`config.mk`:
```
export PLATFORM = sky130hd
export DESIGN_NAME = vga_timing_rx
export DESIGN_NICKNAME = d
export VERILOG_FILES = /design/src/rtl/vga_timing_rx.sv
export SDC_FILE = /design/constraint.sdc
export NUM_CORES = 1
export LEC_CHECK = 0
export ABC_AREA = 1
export BUFFER_PORTS_ARGS = -buffer_cell sky130_fd_sc_hd__buf_2
export CAP_MARGIN = 20
export CORE_UTILIZATION = 50
export DETAILED_ROUTE_END_ITERATION = 16
export PLACE_DENSITY = 0.72
export SYNTH_ARGS = -nofsm -noshare
export SYNTH_HDL_FRONTEND = slang
export SYNTH_SLANG_ARGS = --single-unit
export TNS_END_PERCENT = 20
```
`constraint.sdc`:
```
create_clock -name clk -period 3.4 [get_ports clk]
set_input_delay 0.34 -clock clk [delete_from_list [all_inputs] [get_ports clk]]
set_output_delay 0.34 -clock clk [all_outputs]
set_load 0.02 [all_outputs]
```
`src/rtl/vga_timing_rx.sv`:
```
// VGA sync sink: recovers pixel coordinates, the active window and lock status from h_sync/v_sync.
// Optional macro VGA_RX_MEASURE_EN adds h_total/v_total line and frame length measurement.
module vga_timing_rx #(
    parameter int unsigned H_COUNT_MAX = 800,
    parameter int unsigned V_COUNT_MAX = 525,
    parameter int unsigned H_ACT_START = 144,
    parameter int unsigned H_ACT_END   = 784,
    parameter int unsigned V_ACT_START = 35,
    parameter int unsigned V_ACT_END   = 515,
    parameter int unsigned LOCK_FRAMES = 2
) (
    input  logic                           clk,
    input  logic                           rst,
    input  logic                           pix_en,
    input  logic                           h_sync,
    input  logic                           v_sync,
    output logic [$clog2(H_COUNT_MAX)-1:0] rx_x,
    output logic [$clog2(V_COUNT_MAX)-1:0] rx_y,
    output logic                           rx_active,
    output logic                           frame_start,
    output logic                           locked,
    output logic [7:0]                     err_count,
    output logic [$clog2(H_COUNT_MAX):0]   h_total,
    output logic [$clog2(V_COUNT_MAX):0]   v_total
);
    localparam int unsigned H_BITS = $clog2(H_COUNT_MAX);
    localparam int unsigned V_BITS = $clog2(V_COUNT_MAX);
    localparam int unsigned G_BITS = $clog2(LOCK_FRAMES + 1);

    typedef enum logic [1:0] {SEARCH, TRACK, LOCKED} state_t;

    state_t              state_q, state_d;
    logic                hs_q, hs_d, vs_line_q, vs_line_d;
    logic                frame_bad_q, frame_bad_d;
    logic [H_BITS-1:0]   h_cnt_q, h_cnt_d, rx_x_q, rx_x_d;
    logic [V_BITS-1:0]   v_cnt_q, v_cnt_d, rx_y_q, rx_y_d;
    logic [G_BITS-1:0]   good_q, good_d;
    logic                rx_active_q, rx_active_d;
    logic                frame_start_q, frame_start_d;
    logic                locked_q, locked_d;
    logic [7:0]          err_cnt_q, err_cnt_d;
    logic                h_edge, v_edge, line_err, timeout, frame_err, err_evt, count_err;

    always_comb begin
        // edge detection and line/frame judgement
        h_edge    = pix_en && hs_q && !h_sync;
        v_edge    = h_edge && vs_line_q && !v_sync;
        line_err  = h_edge && (h_cnt_q != H_BITS'(H_COUNT_MAX - 1));
        timeout   = pix_en && !h_edge && (h_cnt_q == H_BITS'(H_COUNT_MAX - 1));
        frame_err = v_edge && ((v_cnt_q != V_BITS'(V_COUNT_MAX - 1)) || line_err || frame_bad_q);
        err_evt   = line_err || timeout || frame_err;

        hs_d        = hs_q;
        vs_line_d   = vs_line_q;
        h_cnt_d     = h_cnt_q;
        v_cnt_d     = v_cnt_q;
        frame_bad_d = frame_bad_q;
        if (pix_en) begin
            hs_d        = h_sync;
            h_cnt_d     = h_edge ? '0 : ((&h_cnt_q) ? h_cnt_q : h_cnt_q + H_BITS'(1));
            frame_bad_d = v_edge ? 1'b0 : (frame_bad_q || line_err || timeout);
        end
        if (h_edge) begin
            vs_line_d = v_sync;
            v_cnt_d   = v_edge ? '0 : ((&v_cnt_q) ? v_cnt_q : v_cnt_q + V_BITS'(1));
        end

        state_d   = state_q;
        good_d    = good_q;
        count_err = 1'b0;
        case (state_q)
            SEARCH: begin
                // the partial frame before the first v-edge is never judged
                if (v_edge) begin
                    state_d = TRACK;
                    good_d  = '0;
                end
            end
            TRACK: begin
                if (err_evt) begin
                    state_d   = SEARCH;
                    count_err = 1'b1;
                end else if (v_edge) begin
                    good_d = good_q + G_BITS'(1);
                    if (good_d == G_BITS'(LOCK_FRAMES)) state_d = LOCKED;
                end
            end
            LOCKED: begin
                if (err_evt) begin
                    state_d   = SEARCH;
                    count_err = 1'b1;
                end
            end
            default: state_d = SEARCH;
        endcase

        err_cnt_d = (count_err && (err_cnt_q != 8'hFF)) ? err_cnt_q + 8'd1 : err_cnt_q;
        locked_d  = (state_d == LOCKED);

        // window follows the freshly updated counters so it lines up with the sampled pixel
        rx_active_d   = rx_active_q;
        rx_x_d        = rx_x_q;
        rx_y_d        = rx_y_q;
        frame_start_d = 1'b0;
        if (pix_en) begin
            rx_active_d   = locked_d
                         && (h_cnt_d >= H_BITS'(H_ACT_START)) && (h_cnt_d < H_BITS'(H_ACT_END))
                         && (v_cnt_d >= V_BITS'(V_ACT_START)) && (v_cnt_d < V_BITS'(V_ACT_END));
            rx_x_d        = rx_active_d ? h_cnt_d - H_BITS'(H_ACT_START) : '0;
            rx_y_d        = rx_active_d ? v_cnt_d - V_BITS'(V_ACT_START) : '0;
            frame_start_d = v_edge && locked_d;
        end
    end

    always_ff @(posedge clk) begin
        if (rst) begin
            state_q       <= SEARCH;
            hs_q          <= 1'b1;
            vs_line_q     <= 1'b1;
            frame_bad_q   <= 1'b0;
            h_cnt_q       <= '0;
            v_cnt_q       <= '0;
            good_q        <= '0;
            rx_x_q        <= '0;
            rx_y_q        <= '0;
            rx_active_q   <= 1'b0;
            frame_start_q <= 1'b0;
            locked_q      <= 1'b0;
            err_cnt_q     <= '0;
        end else begin
            state_q       <= state_d;
            hs_q          <= hs_d;
            vs_line_q     <= vs_line_d;
            frame_bad_q   <= frame_bad_d;
            h_cnt_q       <= h_cnt_d;
            v_cnt_q       <= v_cnt_d;
            good_q        <= good_d;
            rx_x_q        <= rx_x_d;
            rx_y_q        <= rx_y_d;
            rx_active_q   <= rx_active_d;
            frame_start_q <= frame_start_d;
            locked_q      <= locked_d;
            err_cnt_q     <= err_cnt_d;
        end
    end

    assign rx_x        = rx_x_q;
    assign rx_y        = rx_y_q;
    assign rx_active   = rx_active_q;
    assign frame_start = frame_start_q;
    assign locked      = locked_q;
    assign err_count   = err_cnt_q;

`ifdef VGA_RX_MEASURE_EN
    logic [H_BITS:0] h_total_q, h_total_d;
    logic [V_BITS:0] v_total_q, v_total_d;

    // lengths are captured in every lock state; the extra bit keeps the +1 from wrapping
    always_comb begin
        h_total_d = h_total_q;
        v_total_d = v_total_q;
        if (h_edge) h_total_d = {1'b0, h_cnt_q} + (H_BITS + 1)'(1);
        if (v_edge) v_total_d = {1'b0, v_cnt_q} + (V_BITS + 1)'(1);
    end

    always_ff @(posedge clk) begin
        if (rst) begin
            h_total_q <= '0;
            v_total_q <= '0;
        end else begin
            h_total_q <= h_total_d;
            v_total_q <= v_total_d;
        end
    end

    assign h_total = h_total_q;
    assign v_total = v_total_q;
`else
    assign h_total = '0;
    assign v_total = '0;
`endif

endmodule

```
# == Yosys cells after proc, flatten, opt, wreduce, memory -nomap -nowiden ==
# Cells that the tools add are included.
# word_totals
regBits,58
inputBits,5
out_inout_bits,53
word_cells,86
# op_classes
addsub,6
n_lt_le_gt_ge,4
n_eq_ne,11
n_mux,21
n_bitwise,1
n_reduce_logical,30
# op_table
operator,count
$mux W10,8
$add A10 B1 Y10 const B,2
$lt A10 B10 Y1 const B,2
$ne A10 B10 Y1 const B,2
$reduce_and A10 Y1,2
$mux W2,8
$logic_and A1 B1 Y1,14
$eq A10 B10 Y1 const B,1
$ge A10 B6 Y1 const B,1
$ge A10 B8 Y1 const B,1
$sub A10 B6 Y10 const B,1
$sub A10 B8 Y10 const B,1
$add A8 B1 Y8 const B,1
$ne A8 B8 Y1 const B,1
$eq A2 B2 Y1 const B,3
$logic_or A1 B1 Y1,6
$ne A2 B2 Y1 const B,3
$pmux W2 S3,1
$pmux W2 S2,1
$reduce_and A4 Y1,1
$reduce_or A2 Y1,2
$logic_not A1 Y1,3
$mux W1,3
$add A2 B1 Y2 const B,1
other kinds (4),4

# == Logic depth before layout (Yosys ltp) ==
# Gate-level depths: netlist of run 1.
# depth
word_depth,15
depth_mapped,22
depth_no_buf,19

# == Least setup slack after synthesis of run 1 ==
# Ideal clock, no wire load.
# synth_timing
path_kind,reg-to-reg
startpoint,register h_cnt_q[0]
endpoint,register rx_x_q[4] (netlist: rx_x[4])
setup_ns,0.059
arrival_ns,2.310
required_ns,3.341
setup_slack_ns,1.031
stages_incl_launch_ff,20
path_buffers,3
synth_period_minus_slack_ns,2.369
path_cell_list,dfxtp_1 ha_1 buf_2 inv_1 nor2_2 nand3_2 buf_6 nand3_1 nand2_1 nand3_1 ha_1 nand3_2 nor2_1 nor2_1 nor2_1 nand3_2 nor2_4 buf_6 nand4_1 nand2_1
# synth_between
elab_chain_len,14
word_cells_on_any_way,26
classes_between,add/sub (2); order compare (2); eq/ne (3); mux (7); reduce/logical (12)
# synth_lines
item,line_no,text
start: declaration,35,"logic [H_BITS-1:0] h_cnt_q, h_cnt_d, rx_x_q, rx_x_d;"
start signal: assignment,135,h_cnt_q <= h_cnt_d;
branches (longest 13 deep; another with $add A10 B1 Y10),n/a,
$mux W10 (*),109,rx_x_d = rx_active_d ? h_cnt_d - H_BITS'(H_ACT_START) : '0;
end signal: assignment,138,rx_x_q <= rx_x_d;
end: declaration,35,
# Mark *: on every way between the ends.
# A chain may end at the register's enable or synchronous reset.

# == Worst setup path in the final report of run 1 ==
# layout_timing
startpoint,register h_cnt_q[0]
endpoint,register rx_x_q[4] (netlist: rx_x[4])
# layout_between
word_cells_on_any_way,26
classes_between,add/sub (2); order compare (2); eq/ne (3); mux (7); reduce/logical (12)
# layout_rtl
item,line_no,text
$add A10 B1 Y10 / $reduce_and A10 Y1 (equally long branches),60,h_cnt_d = h_edge ? '0 : ((&h_cnt_q) ? h_cnt_q : h_cnt_q + H_BITS'(1));
$mux W10 (*) (2 in a row),60,
$mux W10 (*),58,if (pix_en) begin
net h_cnt_d[4],35,
$ge A10 B8 Y1,107,&& (h_cnt_d >= H_BITS'(H_ACT_START)) && (h_cnt_d < H_BITS'(H_ACT_END))
$logic_and A1 B1 Y1 (2 in a row),107,
$logic_and A1 B1 Y1 (2 in a row),108,&& (v_cnt_d >= V_BITS'(V_ACT_START)) && (v_cnt_d < V_BITS'(V_ACT_END));
$mux W10 (*),109,
# Mark *: on every way through the listed nets, which the timed path passes. The rest lies on a longest branch.

==> results of run 1 <==
==> critical path: cells and delay by family, from the launching register on <==
kind / cells / cell delay, ns
buffers and inverters: 3 / 0.23
and+or+nand+nor: 13 / 1.77
adders and majority gates: 2 / 0.48
DFF: 1 / 0.41
==> logic make-up (layout without fill, tap and decap cells) <==
family                     count (synthesis)  after routing  share of synthesized area
and+or+nand+nor                          327            328                      0.414
buffers and inverters                    104            116                      0.145
DFF                                       58             58                      0.320
AOI/OAI and AO/OA                         42             42                     0.0624
adders and majority gates                 12             12                     0.0413
xor gates and xnor gates                   7              7                     0.0169
other                                      1             22                    0.00103
==> path summary, 6_finish.rpt <==
path                  end  slack (ns)
setup / recovery  rx_x[4]        0.43
hold / removal       hs_q        0.30
setup reg to reg  rx_x[4]        0.43
hold reg to reg   rx_x[9]        0.45
==> cell type report <==
class | instances | area [um2] | share of cell area
flip-flops and latches | 58 | 1160 | 0.296
clock inverters | 4 | 45.0 | 0.0115
inverters | 66 | 248 | 0.0632
clock buffers | 10 | 128 | 0.0326
repair buffers | 36 | 183 | 0.0466
multi-input cells | 411 | 2040 | 0.519
well taps | 96 | 120 | 0.0306
==> Yosys cell counts, types with 2 or more instances <==
library cell and count:
xor2_1 5, buf_2 3, nor2_8 2, nor2_4 4, nand3_1 50, nand3_2 7
inv_1 61, ha_1 12, nand4_1 22, nor2_2 2, dfxtp_1 58, o21bai_1 2
xnor2_1 2, nand2_2 4, nor3_1 12, clkbuf_1 6, buf_6 6, inv_2 5
a21oi_1 22, nor2_1 63, buf_4 23, o21ai_0 11, nand2_1 157, o21ai_1 3
==> through the flow <==
stage          instances  worst slack, ns
2_1_floorplan        572             1.03
3_3_place_gp         666            0.526
3_5_place_dp         666            0.444
4_1_cts              680            0.409
5_1_grt              681           0.0219
6_report             681            0.426
==> registers in the layout (all words and copies together) (netlist names) <==
| register | flops |
|---|---|
| hs_q | 1 |
| rx_y | 10 |
| rx_active | 1 |
| locked | 1 |
| rx_x | 10 |
| vs_line_q | 1 |
| err_count | 8 |
| state_q | 2 |
| v_cnt_q | 10 |
| good_q | 2 |
| frame_start | 1 |
| h_cnt_q | 10 |
| frame_bad_q | 1 |
==> per-layer routing <==
metal,share of wire,GRT usage,up-vias
met5,0,0,-
met4,0.013,0.0790,0
met3,0.043,0.0607,11
met2,0.49,0.419,77
met1,0.45,0.286,1618
li1,-,-,1780
==> power by group through the flow <==
| stage | Clock [mW] | Sequential (mW) | Combinational, mW |
|---|---|---|---|
| 2_1_floorplan | 0 | 0.708 | 0.110 |
| 3_3_place_gp | 0 | 0.709 | 0.111 |
| 3_5_place_dp | 0 | 0.709 | 0.112 |
| 4_1_cts | 0.607 | 0.694 | 0.113 |
| 5_1_grt | 0.635 | 0.695 | 0.128 |
| 6_report | 0.596 | 0.694 | 0.114 |
==> flow_summary.json, run 1 <==
{
  "path_cells": "ha_1, inv_1, nor2_2, nand3_2, nand4_1, nand3_1, inv_1, ha_1, inv_1, nor2_1, nand2_1, nor2_1, nand2_1, nand2_1, nand3_2, nor2_4, nand4_1, nand2_1",
  "fp.dieW_um": 87.2,
  "via_per_inst": 5.12,
  "synth_top_area_cell": "dfxtp_1",
  "grt_max_degree": 37,
  "clockPowerShare": 0.424,
  "cp.required_ns": 3.68,
  "grt_pass1_vias": 3137,
  "syn2layout_area_growth_pct": 7.92,
  "ios": 58,
  "drive_gt1_frac": 0.133,
  "power.density_nw_per_um2": 358,
  "grt_util_all_layers": 0.239,
  "hold_depth": 3,
  "hold_ws_ns": 0.301,
  "p_seq_frac": 0.494,
  "cts-root-buf": "clkbuf_8",
  "placed_area_um2": 3740,
  "num_vias": 3486,
  "finalHoldViolCount": 0,
  "finalSetupViolations": 0,
  "critPathMaxStageDelay_ns": 0.41,
  "clock_latency_ns": 0.34,
  "diodes": 0,
  "synth_async_sr_flop_share": 0,
  "gp_congestion": 0.867,
  "worst_slew_pin_slew_ns": 0.718,
  "final_area_um2": 3920,
  "combPwrFrac": 0.081,
  "numPortBuffers": 35,
  "crit_fanout": 12,
  "min_period_ns": 2.97,
  "overflow": 0,
  "internal_power_mw": 1.04,
  "worstSetupEndpointType": "flop",
  "slew_viol_final": 0,
  "hold_path.class": "input pin to flop",
  "worst_setup_path_start_kind": "flop",
  "first_iter_violations": 204,
  "cts_tree": "done",
  "slowest_stage": "dfxtp_1",
  "arrival_ns": 3.26,
  "cts_resized": 0,
  "crit_type": "flop to flop",
  "critPathLaunch": "h_cnt_q[0]",
  "p_leak_nw": 1.96,
  "netlist.area_leader.share": 0.320,
  "numCtsBuffers": 9,
  "postLayoutCoreUtil": 0.568,
  "final_common_cell": "nand2_1",
  "avgSynthCellArea_um2": 6.59,
  "fp.dieArea_um2": 7610,
  "worstReg2RegStart": "h_cnt_q[0]",
  "ys.flop_type": "dfxtp_1",
  "wl_per_cell_um": 12.4,
  "swShare": 0.260,
  "crit_top_cell": "nand2_1",
  "yosysWarningCount": 0,
  "skew_ns": 0.0120,
  "grt_first_pass_wirelength_mm": 14.2,
  "rows": 30,
  "synth_cell_types": 33,
  "ys_seq_area_frac": 0.320,
  "cts_max_level": 3,
  "rsz0062_at_grt": "false",
  "finalPower_mw": 1.40,
  "synth_area_um2": 3630,
  "finalWirelength_mm": 8.44,
  "worstRegToRegCells": 18,
  "status": "completed",
  "ys_ff_latch": 58,
  "core_um2": 6910,
  "fin_setup_tns_ns": 0,
  "dp_hpwl_mm": 6.11,
  "clkSlewWorstSetupHoldPaths_ns": 0.07,
  "relSlewSlack": 0.521,
  "synth_enable_flop_cells": 0,
  "antenna_found_initial": 0,
  "hold_buffers": 0,
  "clock_sinks": 58,
  "start_util": 0.526,
  "chipHeight_um": 87.2,
  "drcViolationCount": 0,
  "cts_buffer_depth": 2,
  "finalNetCount": 599,
  "layout_common_cells": "nand2_1, nor2_1, inv_1, dfxtp_1, nand3_1",
  "worstHoldStart": "h_sync",
  "fin_crit_sh": 0.875,
  "syn-instance-count": 551,
  "final_antenna_net_count": 0,
  "max_freq_ghz": 0.336,
  "switchingPower_mw": 0.366,
  "cts_setup_buffers": 0,
  "peakVddDrop_mv": 0.269,
  "synth_area_leaders": "dfxtp_1, nand2_1, nand3_1",
  "fillers": 692,
  "firstDrtPassIters": 4,
  "maxCapViolations": 0
}
Power figures use the tool's default switching activity.
==> run 2, diff against run 1 <==
--- a/config.mk
+++ b/config.mk
@@ -9,6 +9,7 @@
 export BUFFER_PORTS_ARGS = -buffer_cell sky130_fd_sc_hd__buf_2
 export CAP_MARGIN = 20
 export CORE_UTILIZATION = 50
+export CTS_CLUSTER_SIZE = 14
 export DETAILED_ROUTE_END_ITERATION = 16
 export PLACE_DENSITY = 0.72
 export SYNTH_ARGS = -nofsm -noshare
==> constraint.sdc (replaced) <==
create_clock -name clk -period 3.4 [get_ports clk]
set_input_delay 0.17 -clock clk [delete_from_list [all_inputs] [get_ports clk]]
set_output_delay 0.17 -clock clk [all_outputs]
set_load 0.02 [all_outputs]
==> run 2 against run 1 <==
Final area is 1.8% higher. First-iteration DRC count is 27% lower. Maximum frequency is 0.86% higher. Core utilization is 1.0 points higher. Largest cell class unchanged. Largest power group is now the clock network.
==> flow_summary.json, run 2 (same netlist as run 1, synthesis figures left out) <==
{
  "routed-wl-met2_mm": 4.04,
  "grt_pass1_vias": 3056,
  "swShare": 0.230,
  "clock_latency_ns": 0.34,
  "maxCapViolations": 0,
  "core_um2": 6910,
  "finalWirelength_mm": 8.07,
  "fp.dieArea_um2": 7610,
  "worst_setup_path_start_kind": "flop",
  "relSlewSlack": 0.537,
  "cts_resized": 0,
  "gp_congestion": 0.843,
  "dpl.cell_count": 666,
  "cts_tree": "done",
  "crit_top_cell": "nand2_1",
  "rsz0062_at_grt": "false",
  "cp.required_ns": 3.68,
  "final_common_cell": "nand2_1",
  "dp_hpwl_mm": 6.06,
  "grt_util_all_layers": 0.230,
  "path_buf_inv": 3,
  "first_iter_violations": 149,
  "critPathMaxStageDelay_ns": 0.42,
  "highest_layer": "met4",
  "hold_path.class": "input pin to flop",
  "cts_setup_buffers": 0,
  "crit_type": "flop to flop",
  "diodes": 0,
  "crit_fanout": 21,
  "skew_ns": 0.0109,
  "min_period_ns": 2.95,
  "cts_max_level": 3,
  "cts_buffer_depth": 2,
  "final_antenna_net_count": 0,
  "ios": 58,
  "syn2layout_area_growth_pct": 9.89,
  "peakVddDrop_mv": 0.293,
  "path_cells": "ha_2, inv_1, nor2_2, nand3_2, nand4_1, nand3_1, inv_1, ha_1, inv_1, nor2_1, nand2_1, nor2_1, nand2_1, nand2_1, nand3_2, nor2_4, nand4_1, nand2_1",
  "drive_gt1_frac": 0.137,
  "drcViolationCount": 0,
  "slew_viol_final": 0,
  "internal_power_mw": 1.24,
  "firstDrtPassIters": 4,
  "finalNetCount": 598,
  "placed_area_um2": 3740,
  "slowest_stage": "dfxtp_1",
  "status": "completed",
  "numPortBuffers": 35,
  "power.density_nw_per_um2": 403,
  "p_seq_frac": 0.431,
  "clockPowerShare": 0.498,
  "numCtsBuffers": 9,
  "finalHoldViolCount": 0,
  "via_per_inst": 4.94,
  "combPwrFrac": 0.070,
  "grt_first_pass_wirelength_mm": 13.6,
  "hold_buffers": 0,
  "clock_sinks": 58,
  "fin_crit_sh": 0.867,
  "final_cells": 682,
  "cts-root-buf": "clkbuf_8",
  "fin_setup_tns_ns": 0,
  "clkSlewWorstSetupHoldPaths_ns": 0.07,
  "arrival_ns": 3.23,
  "final_area_um2": 3990,
  "fp.dieW_um": 87.2,
  "chipHeight_um": 87.2,
  "grt_max_degree": 37,
  "wl_per_cell_um": 11.8,
  "max_freq_ghz": 0.339,
  "finalPower_mw": 1.61,
  "overflow": 0,
  "worstSetupEndpointType": "flop",
  "layout_common_cells": "nand2_1, nor2_1, inv_1, dfxtp_1, nand3_1",
  "cp_top_family": "simple AND/OR/NAND/NOR gates",
  "met1Wirelength_mm": 3.57,
  "rows": 30,
  "p_leak_nw": 1.99,
  "finalSetupViolations": 0,
  "worst_slew_pin_slew_ns": 0.694,
  "num_vias": 3372,
  "switchingPower_mw": 0.369,
  "start_util": 0.526,
  "wl_met3_um": 309,
  "antenna_found_initial": 0
}
==> run 2: cell count changes in the layout (fill, tap and decap cells not counted), sizes merged <==
cell / change
clkinv: -3
nor2: -1
clkinvlp: +1
bufinv: +2
clkbuf: +2
==> run 2: worst register-to-register path, cell delays in order (launching register included) <==
cell,delay (ns)
dfxtp_1,0.42
ha_2,0.28
inv_1,0.07
nor2_2,0.13
nand3_2,0.23
nand4_1,0.15
nand3_1,0.19
inv_1,0.11
ha_1,0.15
inv_1,0.04
nor2_1,0.10
nand2_1,0.05
nor2_1,0.09
nand2_1,0.07
nand2_1,0.09
nand3_2,0.08
nor2_4,0.39
nand4_1,0.16
nand2_1,0.09
==> run 2: power by group through the flow <==
stage,clock network (mW),registers [mW],logic (mW)
finish,0.802,0.694,0.113
detailed placement,0,0.709,0.112
floorplan,0,0.708,0.110
global route,0.841,0.695,0.128
CTS,0.811,0.694,0.113
global placement,0,0.709,0.111
==> run 2: routing by layer <==
metal	track usage	vias to the layer above
li1	-	1774
met1	0.280	1517
met2	0.393	67
met3	0.0559	14
met4	0.0894	0
met5	0	-
==> run 2: through the flow <==
| step | setup slack (ns) | util | hold WS [ns] |
|---|---|---|---|
| after global routing | 0.0364 | 0.578 | 0.170 |
| after global placement | 0.482 | 0.541 | 0.435 |
| after floorplan | 1.03 | - | 0.296 |
| after CTS | 0.409 | 0.578 | 0.130 |
| after detailed placement | 0.433 | 0.541 | 0.437 |
| final | 0.452 | 0.578 | 0.134 |
==> run 2: path summary, 6_finish.rpt <==
kind	startpoint	end	slack, ns	cells after the start
max	h_cnt_q[0]	rx_x[4]	0.45	18
min	h_sync	hs_q	0.13	3
max reg2reg	h_cnt_q[0]	rx_x[4]	0.45	18
min reg2reg	rx_active	rx_active	0.45	2
==> run 2: final cells by class <==
cell class                 instances  area [um2]
clock buffer                      12         155
clock inverter                     4        97.6
fill                             678        2920
inverter                          66         248
multi-input combinational        410        2030
sequential                        58        1160
tap                               96         120
timing repair buffer              36         183
==> run 3, diff against run 2 <==
--- a/config.mk
+++ b/config.mk
@@ -8,10 +8,11 @@
 export ABC_AREA = 1
 export BUFFER_PORTS_ARGS = -buffer_cell sky130_fd_sc_hd__buf_2
 export CAP_MARGIN = 20
+export CORE_ASPECT_RATIO = 0.75
 export CORE_UTILIZATION = 50
 export CTS_CLUSTER_SIZE = 14
 export DETAILED_ROUTE_END_ITERATION = 16
-export PLACE_DENSITY = 0.72
+export PLACE_DENSITY_LB_ADDON = 0.25
 export SYNTH_ARGS = -nofsm -noshare
 export SYNTH_HDL_FRONTEND = slang
 export SYNTH_SLANG_ARGS = --single-unit
==> run 3 against run 2 <==
Clock power shrank 24%. Sequential cell count unchanged. Clock skew is 0.0048 ns lower. Maximum frequency decreased by 3.0%. Hold slack barely moved. Routed wire length up 1.8%. Register-to-register slack worse by 0.09 ns. Highest routed layer unchanged.
==> flow_summary.json, run 3 (same netlist as run 1, synthesis figures left out) <==
{
  "dp_slack_ns": 0.436,
  "worst_slew_pin_slew_ns": 0.680,
  "fillers": 673,
  "start_util": 0.524,
  "grt_util_all_layers": 0.229,
  "worst_setup_path_start_kind": "flop",
  "clock_latency_ns": 0.34,
  "slew_viol_final": 0,
  "maxCapViolations": 0,
  "fp.dieW_um": 100,
  "numPortBuffers": 35,
  "relSlewSlack": 0.546,
  "p_leak_nw": 1.96,
  "finalHoldViolCount": 0,
  "grt_pass1_vias": 2823,
  "final_antenna_net_count": 0,
  "antenna_found_initial": 0,
  "crit_fanout": 21,
  "skew_ns": 0.00601,
  "multi_input_area_um2": 2020,
  "dp_hpwl_mm": 5.87,
  "finalSetupViolations": 0,
  "num_vias": 3384,
  "cts_buffer_depth": 2,
  "fin_crit_sh": 0.894,
  "rsz0062_at_grt": "false",
  "final_common_cell": "nand2_1",
  "gp_congestion": 0.891,
  "cts_max_level": 3,
  "fin_setup_tns_ns": 0,
  "numCtsBuffers": 9,
  "layout_common_cells": "nand2_1, nor2_1, inv_1, dfxtp_1, nand3_1",
  "via_per_inst": 4.95,
  "first_iter_violations": 226,
  "core_um2": 6930,
  "peakVddDrop_mv": 0.308,
  "finalPower_mw": 1.41,
  "ios": 58,
  "power.density_nw_per_um2": 360,
  "finalWirelength_mm": 8.21,
  "cts-root-buf": "clkbuf_8",
  "critPathLaunch": "h_cnt_q[0]",
  "rows": 26,
  "worstReg2RegStart": "h_cnt_q[0]",
  "fin_ws_ns": 0.361,
  "syn2layout_area_growth_pct": 8.16,
  "hold_path.class": "input pin to flop",
  "cts_resized": 0,
  "arrival_ns": 3.33,
  "drcViolationCount": 0,
  "wl_per_cell_um": 12.0,
  "fp.dieArea_um2": 7610,
  "postLayoutCoreUtil": 0.567,
  "clock_sinks": 58,
  "cts_setup_buffers": 0,
  "grt_max_degree": 37,
  "chipHeight_um": 75.8,
  "worstHoldStart": "h_sync",
  "finalNetCount": 598,
  "cts_tree": "done",
  "firstDrtPassIters": 5,
  "cp.required_ns": 3.69,
  "grt_first_pass_wirelength_mm": 13.5,
  "clkSlewWorstSetupHoldPaths_ns": 0.07,
  "diodes": 0,
  "crit_type": "flop to flop",
  "drive_gt1_frac": 0.137,
  "max_freq_ghz": 0.329,
  "min_period_ns": 3.04,
  "overflow": 0,
  "final-seq-area_um2": 1160,
  "hold_buffers": 0,
  "worstSetupEndpointType": "flop",
  "status": "completed"
}
==> run 3: where the power goes <==
group,leakage (nW),total [mW],switching [mW],internal (mW)
combinational,1.40,0.112,0.0869,0.0254
sequential,0.468,0.694,0.00762,0.687
clock,0.0944,0.608,0.287,0.321
total,1.96,1.41,0.381,1.03
==> run 3: final cells by class <==
class,instances,area share
multi-input combinational,410,0.515
tap,98,0.0312
inverter,66,0.0631
sequential,58,0.296
clock buffer,12,0.0420
clock inverter,4,0.00637
timing repair buffer,36,0.0465
==> run 3: per-layer routing <==
metal | global-route usage | wire, um | up-vias
met5 | 0 | 0 | -
met4 | 0.0870 | 136 | 0
met3 | 0.0596 | 619 | 11
met2 | 0.319 | 3180 | 122
met1 | 0.337 | 4270 | 1476
li1 | - | - | 1775
==> run 3: path summary, 6_finish.rpt <==
check	to	slack [ns]	cells past startpoint
min reg2reg	rx_y[1]	0.45	2
max	rx_y[1]	0.36	18
max reg2reg	rx_y[1]	0.36	18
min	hs_q	0.13	3
==> run 3: worst max-delay path: stages, from the launching register on <==
cell and delay (ns):
dfxtp_1 0.41, ha_1 0.32, inv_1 0.08, nor2_2 0.14
nand3_2 0.25, nand4_1 0.16, nand3_1 0.20, inv_1 0.11
ha_1 0.15, inv_1 0.04, nor2_1 0.09, nand2_1 0.05
nor2_1 0.11, nand2_1 0.06, nand2_1 0.08, nand3_2 0.08
nor2_4 0.38, nand4_1 0.18, nand2_1 0.09
==> run 3: stage by stage <==
stage / cell area [um2] / instances / hold slack, ns
2_1_floorplan: 3710 / 572 / 0.296
3_3_place_gp: 3740 / 668 / 0.433
3_5_place_dp: 3740 / 668 / 0.435
4_1_cts: 3930 / 684 / 0.126
5_1_grt: 3930 / 684 / 0.145
6_report: 3930 / 684 / 0.134
